### src/rtl/mux_4_1_rr_arb.sv
// Round-robin arbiter driving the select of a shared 4:1 data mux; grant held until owner drops req.
// Latency: req sampled at edge k -> gnt/sel/vld registered after edge k; y is combinational from registered sel/vld.
// Backpressure: none; an owner keeps the mux until it releases (or MUX_4_1_RR_ARB_HOLD_LIMIT_EN forces release).
//
// Optional feature macro: MUX_4_1_RR_ARB_HOLD_LIMIT_EN
//   defined   : a hold counter forces release after MAX_HOLD cycles and pulses tmo for one cycle.
//   undefined : no counter is built, grants are held indefinitely and tmo is tied low.

module mux_4_1_rr_arb #(
   parameter int DW       = 1,
   parameter int MAX_HOLD = 16
) (
   input  logic          clk,
   input  logic          rst,
   input  logic [3:0]    req,
   input  logic [DW-1:0] i_0,
   input  logic [DW-1:0] i_1,
   input  logic [DW-1:0] i_2,
   input  logic [DW-1:0] i_3,
   output logic [3:0]    gnt,
   output logic [1:0]    sel,
   output logic          vld,
   output logic [DW-1:0] y,
   output logic          tmo
);

   // MAX_HOLD must fit the 16-bit hold counter and allow at least two cycles of tenure.
   generate
      if (MAX_HOLD < 2 || MAX_HOLD > 65535) begin : g_bad_max_hold
         $error("mux_4_1_rr_arb: MAX_HOLD must be in 2..65535");
      end
   endgenerate

   typedef enum logic {
      IDLE = 1'b0,
      BUSY = 1'b1
   } state_t;

   state_t     state_q;
   state_t     state_d;

   logic [3:0] gnt_d;
   logic [1:0] sel_d;
   logic       vld_d;
   logic [1:0] ptr_q;
   logic [1:0] ptr_d;

   // Round-robin search helpers: requests rotated so bit 0 is the requester at ptr.
   logic [7:0] req_dbl;
   logic [3:0] req_rot;
   logic [1:0] win_off;
   logic [1:0] win;
   logic       any_req;
   logic       own_req;

`ifdef MUX_4_1_RR_ARB_HOLD_LIMIT_EN
   localparam logic [15:0] HOLD_LIM = 16'(MAX_HOLD);

   logic [15:0] hold_cnt_q;
   logic [15:0] hold_cnt_d;
   logic        limit_hit;
   logic        tmo_q;
   logic        tmo_d;
`endif

   // Find the first active requester at or after ptr, wrapping modulo 4.
   always_comb begin
      req_dbl = {req, req};
      req_rot = req_dbl[ptr_q +: 4];
      any_req = |req;
      if (req_rot[0]) begin
         win_off = 2'd0;
      end else if (req_rot[1]) begin
         win_off = 2'd1;
      end else if (req_rot[2]) begin
         win_off = 2'd2;
      end else begin
         win_off = 2'd3;
      end
      win     = ptr_q + win_off;
      own_req = req[sel];
   end

`ifdef MUX_4_1_RR_ARB_HOLD_LIMIT_EN
   // Owner has used up its tenure once the counter has reached the limit.
   always_comb begin
      limit_hit = (hold_cnt_q == HOLD_LIM);
   end
`endif

   // Next-state and next-output logic for the IDLE/BUSY arbiter.
   always_comb begin
      state_d = state_q;
      gnt_d   = gnt;
      sel_d   = sel;
      vld_d   = vld;
      ptr_d   = ptr_q;
`ifdef MUX_4_1_RR_ARB_HOLD_LIMIT_EN
      hold_cnt_d = hold_cnt_q;
      tmo_d      = 1'b0;
`endif
      case (state_q)
         IDLE: begin
            if (any_req) begin
               state_d = BUSY;
               gnt_d   = 4'b0001 << win;
               sel_d   = win;
               vld_d   = 1'b1;
               // ptr moves past the winner now, so a forced release hands over fairly.
               ptr_d   = win + 2'd1;
`ifdef MUX_4_1_RR_ARB_HOLD_LIMIT_EN
               hold_cnt_d = 16'd1;
`endif
            end
         end
         BUSY: begin
            if (!own_req) begin
               // Normal release; sel keeps its last value, arbitration resumes next edge.
               state_d = IDLE;
               gnt_d   = 4'b0000;
               vld_d   = 1'b0;
`ifdef MUX_4_1_RR_ARB_HOLD_LIMIT_EN
            end else if (limit_hit) begin
               // Owner still requesting but out of tenure: force the release.
               state_d = IDLE;
               gnt_d   = 4'b0000;
               vld_d   = 1'b0;
               tmo_d   = 1'b1;
            end else begin
               hold_cnt_d = hold_cnt_q + 16'd1;
`endif
            end
         end
         default: begin
            state_d = IDLE;
            gnt_d   = 4'b0000;
            vld_d   = 1'b0;
         end
      endcase
   end

   // Arbiter state, grant and pointer registers.
   always_ff @(posedge clk or posedge rst) begin
      if (rst) begin
         state_q <= IDLE;
         gnt     <= 4'b0000;
         sel     <= 2'd0;
         vld     <= 1'b0;
         ptr_q   <= 2'd0;
      end else begin
         state_q <= state_d;
         gnt     <= gnt_d;
         sel     <= sel_d;
         vld     <= vld_d;
         ptr_q   <= ptr_d;
      end
   end

`ifdef MUX_4_1_RR_ARB_HOLD_LIMIT_EN
   // Hold counter and forced-release pulse registers.
   always_ff @(posedge clk or posedge rst) begin
      if (rst) begin
         hold_cnt_q <= 16'd0;
         tmo_q      <= 1'b0;
      end else begin
         hold_cnt_q <= hold_cnt_d;
         tmo_q      <= tmo_d;
      end
   end

   assign tmo = tmo_q;
`else
   assign tmo = 1'b0;
`endif

   // Data mux driven only from registered sel/vld, so y never follows req directly.
   always_comb begin
      y = '0;
      if (vld) begin
         case (sel)
            2'd0:    y = i_0;
            2'd1:    y = i_1;
            2'd2:    y = i_2;
            default: y = i_3;
         endcase
      end
   end

endmodule

### config.mk
export PLATFORM = sky130hd
export DESIGN_NAME = mux_4_1_rr_arb
export DESIGN_NICKNAME = d
export VERILOG_FILES = /design/src/rtl/mux_4_1_rr_arb.sv
export SDC_FILE = /design/constraint.sdc
export NUM_CORES = 1
export LEC_CHECK = 0
export BUFFER_PORTS_ARGS = -buffer_cell sky130_fd_sc_hd__buf_2
export CORE_MARGIN = 2
export CORE_UTILIZATION = 40
export CTS_BUF_LIST = sky130_fd_sc_hd__clkbuf_8
export DETAILED_ROUTE_END_ITERATION = 10
export GPL_TIMING_DRIVEN = 0
export PLACE_DENSITY_LB_ADDON = 0.08
export REMOVE_ABC_BUFFERS = 1
export SLEW_MARGIN = 25
export SYNTH_ARGS = -nofsm -noshare
export SYNTH_HDL_FRONTEND = slang
export SYNTH_SLANG_ARGS = --single-unit
### constraint.sdc
create_clock -name clk -period 2 [get_ports clk]
set_input_delay 0.6 -clock clk [delete_from_list [all_inputs] [get_ports clk]]
set_output_delay 0.6 -clock clk [all_outputs]
set_load 0.01 [all_outputs]
### Yosys cells after proc, flatten, opt, wreduce, memory -nomap -nowiden

Index checks and enable logic that the tools add are counted.

* flip-flop bits (word level): 10
* latch bits: 0
* memory bits (writable): 0
* ROM bits: 0
* logic and storage cells: 35
* memories: 0

* add/sub/neg operators: 2
* multipliers: 0
* divide/modulo/power cells: 0
* magnitude comparators: 1
* equality and inequality tests: 4
* shift-type cells: 2
* muxes and demuxes: 16
* bitwise logic cells: 1
* reduce and logical (&&, ||, !) cells: 4

Operators by type and width (count)
* two-way mux 4 bit: 2
* case mux 4 bit (2 select lines): 1
* indexed part select 8 x 3 -> 3 bit: 1
* two-way mux 1 bit: 7
* two-way mux 2 bit: 2
* != test 2 bit, second input constant: 2
* case mux 1 bit (2 select lines): 2
* AND reduction 2 bit: 2
* OR reduction 4 bit: 1
* left shift 1 x 2 -> 4 bit, first input constant: 1
* < comparator 2 x 3 -> 1 bit, second input constant: 1
* case mux 1 bit (3 select lines): 1
* adder 2 x 1 -> 2 bit, second input constant: 1
* adder 2 bit: 1
* binary-select mux 1 bit (select 2 bit): 1
* == test 2 x 1 -> 1 bit, second input constant: 1
* == test 2 bit, second input constant: 1
* logical NOT 2 bit: 1
* NOT 1 bit: 1

### Longest topological paths before layout

* depth in word-level cells: 8
* mapped depth: 9
* depth with buffers taken out: 9

### Least setup slack after synthesis

Ideal clock, no wire load.

* path type: input -> register
* start: input req[3]
* end: register sel[1]
* setup time: 0.125 ns
* arrival time: 2.165 ns
* data required time: 1.875 ns
* path slack: -0.290 ns
* cell stages on the path: 9
* cell sequence: inv_1 > and3_1 > o21ai_0 > o211ai_1 > ha_1 > nand2b_1 > a21oi_1 > or4_4 > mux2_2

* word-level cells in the longest chain between the ends: 5
* elaborated cells on any way between the ends: 7
* those cells by class: add/sub: 1; shift: 1; mux: 3; reduce/logical: 2

RTL lines
* start, declared: line 15 `input logic [3:0] req,`
* indexed part select 8 x 3 -> 3 bit: line 69 `req_rot = req_dbl[ptr_q +: 4];`
* two-way mux 1 bit: line 75 `end else if (req_rot[2]) begin`
* two-way mux 2 bit: line 73 `end else if (req_rot[1]) begin`
* two-way mux 2 bit: line 71 `if (req_rot[0]) begin`
* adder 2 bit: line 80 `win = ptr_q + win_off;`
* end signal, assigned: line 153 `sel <= sel_d;`
* end, declared: line 21 `output logic [1:0] sel,`

Several ways; a longest one is shown, not always the timed one.
A chain may end at the register's enable or synchronous reset.

### Worst setup path in the final report

Ends and elaborated chain as after synthesis.

==> results_dict.tcl <==
set metrics [dict create \
    antenna_cells 0 \
    cts.sinks 10 \
    coreArea_um2 1454 \
    synth_top_cell_by_area "dfrtp_1" \
    rsz0062_at_grt "yes" \
    die_h_um 42.91 \
    grt_max_degree 11 \
    htreeDepth 1 \
    drive_above_1_share 0.5165 \
    seq_area_um2 251.5 \
    cts_made_buffers 3 \
    r2r_slack_ns -0.20 \
    wl_met3_um 52 \
    track_usage 0.1647 \
    tritoncts "built" \
    ys_seq_area_frac 0.4132 \
    detail_route.iter0.violations 11 \
    crit_start "req[3]" \
    arrival_ns 2.34 \
    grt_pass1_wl_mm 2.249 \
    place.gp.congestion 0.8156 \
    finClkSkew_ns 0.002128 \
    end_kind "flop" \
    wl_per_cell_um 12.97 \
    fin_crit_ns 2.226 \
    holdBufCountCts 0 \
    hold_viol 0 \
    ff2ff_path_depth 7 \
    clk_latency_ns 0.23 \
    cap_viol_max_count 0 \
    met1_length_um 667 \
    routed_via_density 5.215 \
    clk_path_buf_depth 2 \
    grt_pass1_vias 541 \
    powerDensity_nw_per_um2 1471 \
    antenna_found_initial 0 \
    fp-row-count 14 \
    required_ns 2.11 \
    cts.clk_slew.worst_paths_ns 0.05 \
    syn_to_final_growth_pct 49.79 \
    ant_nets 0 \
    start_util 0.4165 \
    synth_flop_cell "dfrtp_1" \
    drv_slew 0 \
    min_path_type "primary input to asynchronous set/reset pin" \
    cts_root_buf "clkbuf_8" \
    netlist-cell-type-count 28 \
    ys_warn_count 0 \
    synth_cells 62 \
    num_vias 558 \
    power.leakage_nw 0.4432 \
    yosys.area.top_type_share 0.4132 \
    post-route-util 0.6239 \
    grt_overflow_total 0 \
    highest_layer "met4" \
    hpwl_um 946.9 \
    wl_mm 1.388 \
    wl_met2_um 660 \
    io_pins 19 \
    multi_input_area_um2 352.8 \
    finalWorstSetupSlack_ns -0.2260 \
    synth_common_cells "dfrtp_1, nand2_1, inv_1, nor3_1, a21oi_1" \
    cp_max_fo 5 \
    finalSetupTns_ns -0.7511 \
    setup-violations-final 6 \
    fmax_ghz 0.4492 \
    fin_nets 103 \
    fillers 125 \
    critPathLaunchType "primary input" \
    die_w_um 42.91 \
    yosys_register_bits 10 \
    whs_ns 0.3349 \
    final_area_um2 907.1 \
    worstMarginPinSlew_ns 0.5262 \
    violations "negative setup slack" \
    rr_startpoint "ptr_q[0]" \
    ys_async_sr_fraction 1.000 \
    crit_type "primary input to flop" \
    status "finished with violations" \
    synthesis.area_um2 605.6 \
    port_buffers 17 \
    fin_crit_sh 1.113 \
    synth_edf_count 0 \
    ir_worst_vdd_mv 0.8558 \
    ys_top_cells_by_area "dfrtp_1, mux4_2, nand2_1" \
    dieArea_um2 1841 \
    relSlewSlack 0.6460 \
    drc_errors 0 \
    dpl_cell_area_um2 691.9 \
    syn_area_per_cell_um2 9.767 \
    drt_first_pass_iters 4 \
]
-- layout by cell type, fill, tap and decap left out, drive strengths merged, types with 2 or more instances in the layout --
cell type,Yosys,final
mux4,2,2
o211ai,2,2
mux2,2,2
clkbuf,0,5
nor3,4,4
a21oi,3,3
nand2b,2,2
nand2,10,10
dfrtp,10,10
nor2,2,2
buf,2,26
mux2i,2,2
inv,4,4
o21ai,2,2
a31oi,2,2
-- worst max-delay path: stages --
cell and delay, ns:
buf_8 0.08, inv_4 0.03, and3_4 0.16, o21ai_2 0.10, o211ai_1 0.10, ha_2 0.22
and4_1 0.19, or4_4 0.58, mux2_4 0.28
-- final cells by class --
cell class,instances,share of cell area
multi-input cells,46,0.3890
flip-flops and latches,10,0.2772
repair buffers,27,0.2262
clock buffers,4,0.06069
inverters,4,0.02483
well taps,16,0.02207
-- where the power goes --
part / total, W / internal (W) / switching (W)
combinational: 0.000697 / 0.000374 / 0.000323
clock: 0.000245 / 0.000172 / 0.0000721
sequential: 0.000393 / 0.000293 / 0.0000996
-- metal layers --
layer / GRT usage / vias up
met5: 0 / -
met4: 0.07500 / 0
met3: 0.02979 / 2
met2: 0.2515 / 16
met1: 0.2255 / 252
li1: - / 288
-- sequential cells by signal (all words and copies together), names as in the netlist --
name,flops
gnt,4
ptr_q,2
sel,2
state_q,1
vld,1
-- through the flow --
stage	std cells	setup slack, ns	power (W)
6_report	107	-0.2260	0.001335
5_1_grt	107	-0.2735	0.001433
4_1_cts	104	-0.2111	0.001293
3_5_place_dp	93	-0.5413	0.0009507
3_3_place_gp	93	-0.5324	0.0009435
2_1_floorplan	60	-0.2901	0.0007829
-- final timing paths --
check / endpoint
setup / recovery: sel[1]
hold / removal: sel[0]
setup reg to reg: sel[1]
hold reg to reg: gnt[2]
max in group asynchronous: ptr_q[0]
min in group clk: gnt[2]
-- kinds of logic (layout without fill, tap and decap cells) --
group	Yosys count	after routing	share of synthesized area
other	1	1	0.006192
AND/OR/NAND/NOR	25	25	0.2170
flip-flops	10	10	0.4132
multiplexers	6	6	0.1446
AO/OA/AOI/OAI	13	13	0.1426
adder cells (fa/ha/maj)	1	1	0.02066
buffers and inverters	6	35	0.05578
-- repair_timing --
action	4_1_cts	5_1_grt
setup buffers	7	3
resized for setup	21	6
hold endpoints to repair	0	0
endpoints found under the setup margin	7	7
pin swaps	8	1
(Power assumes the default switching activity.)
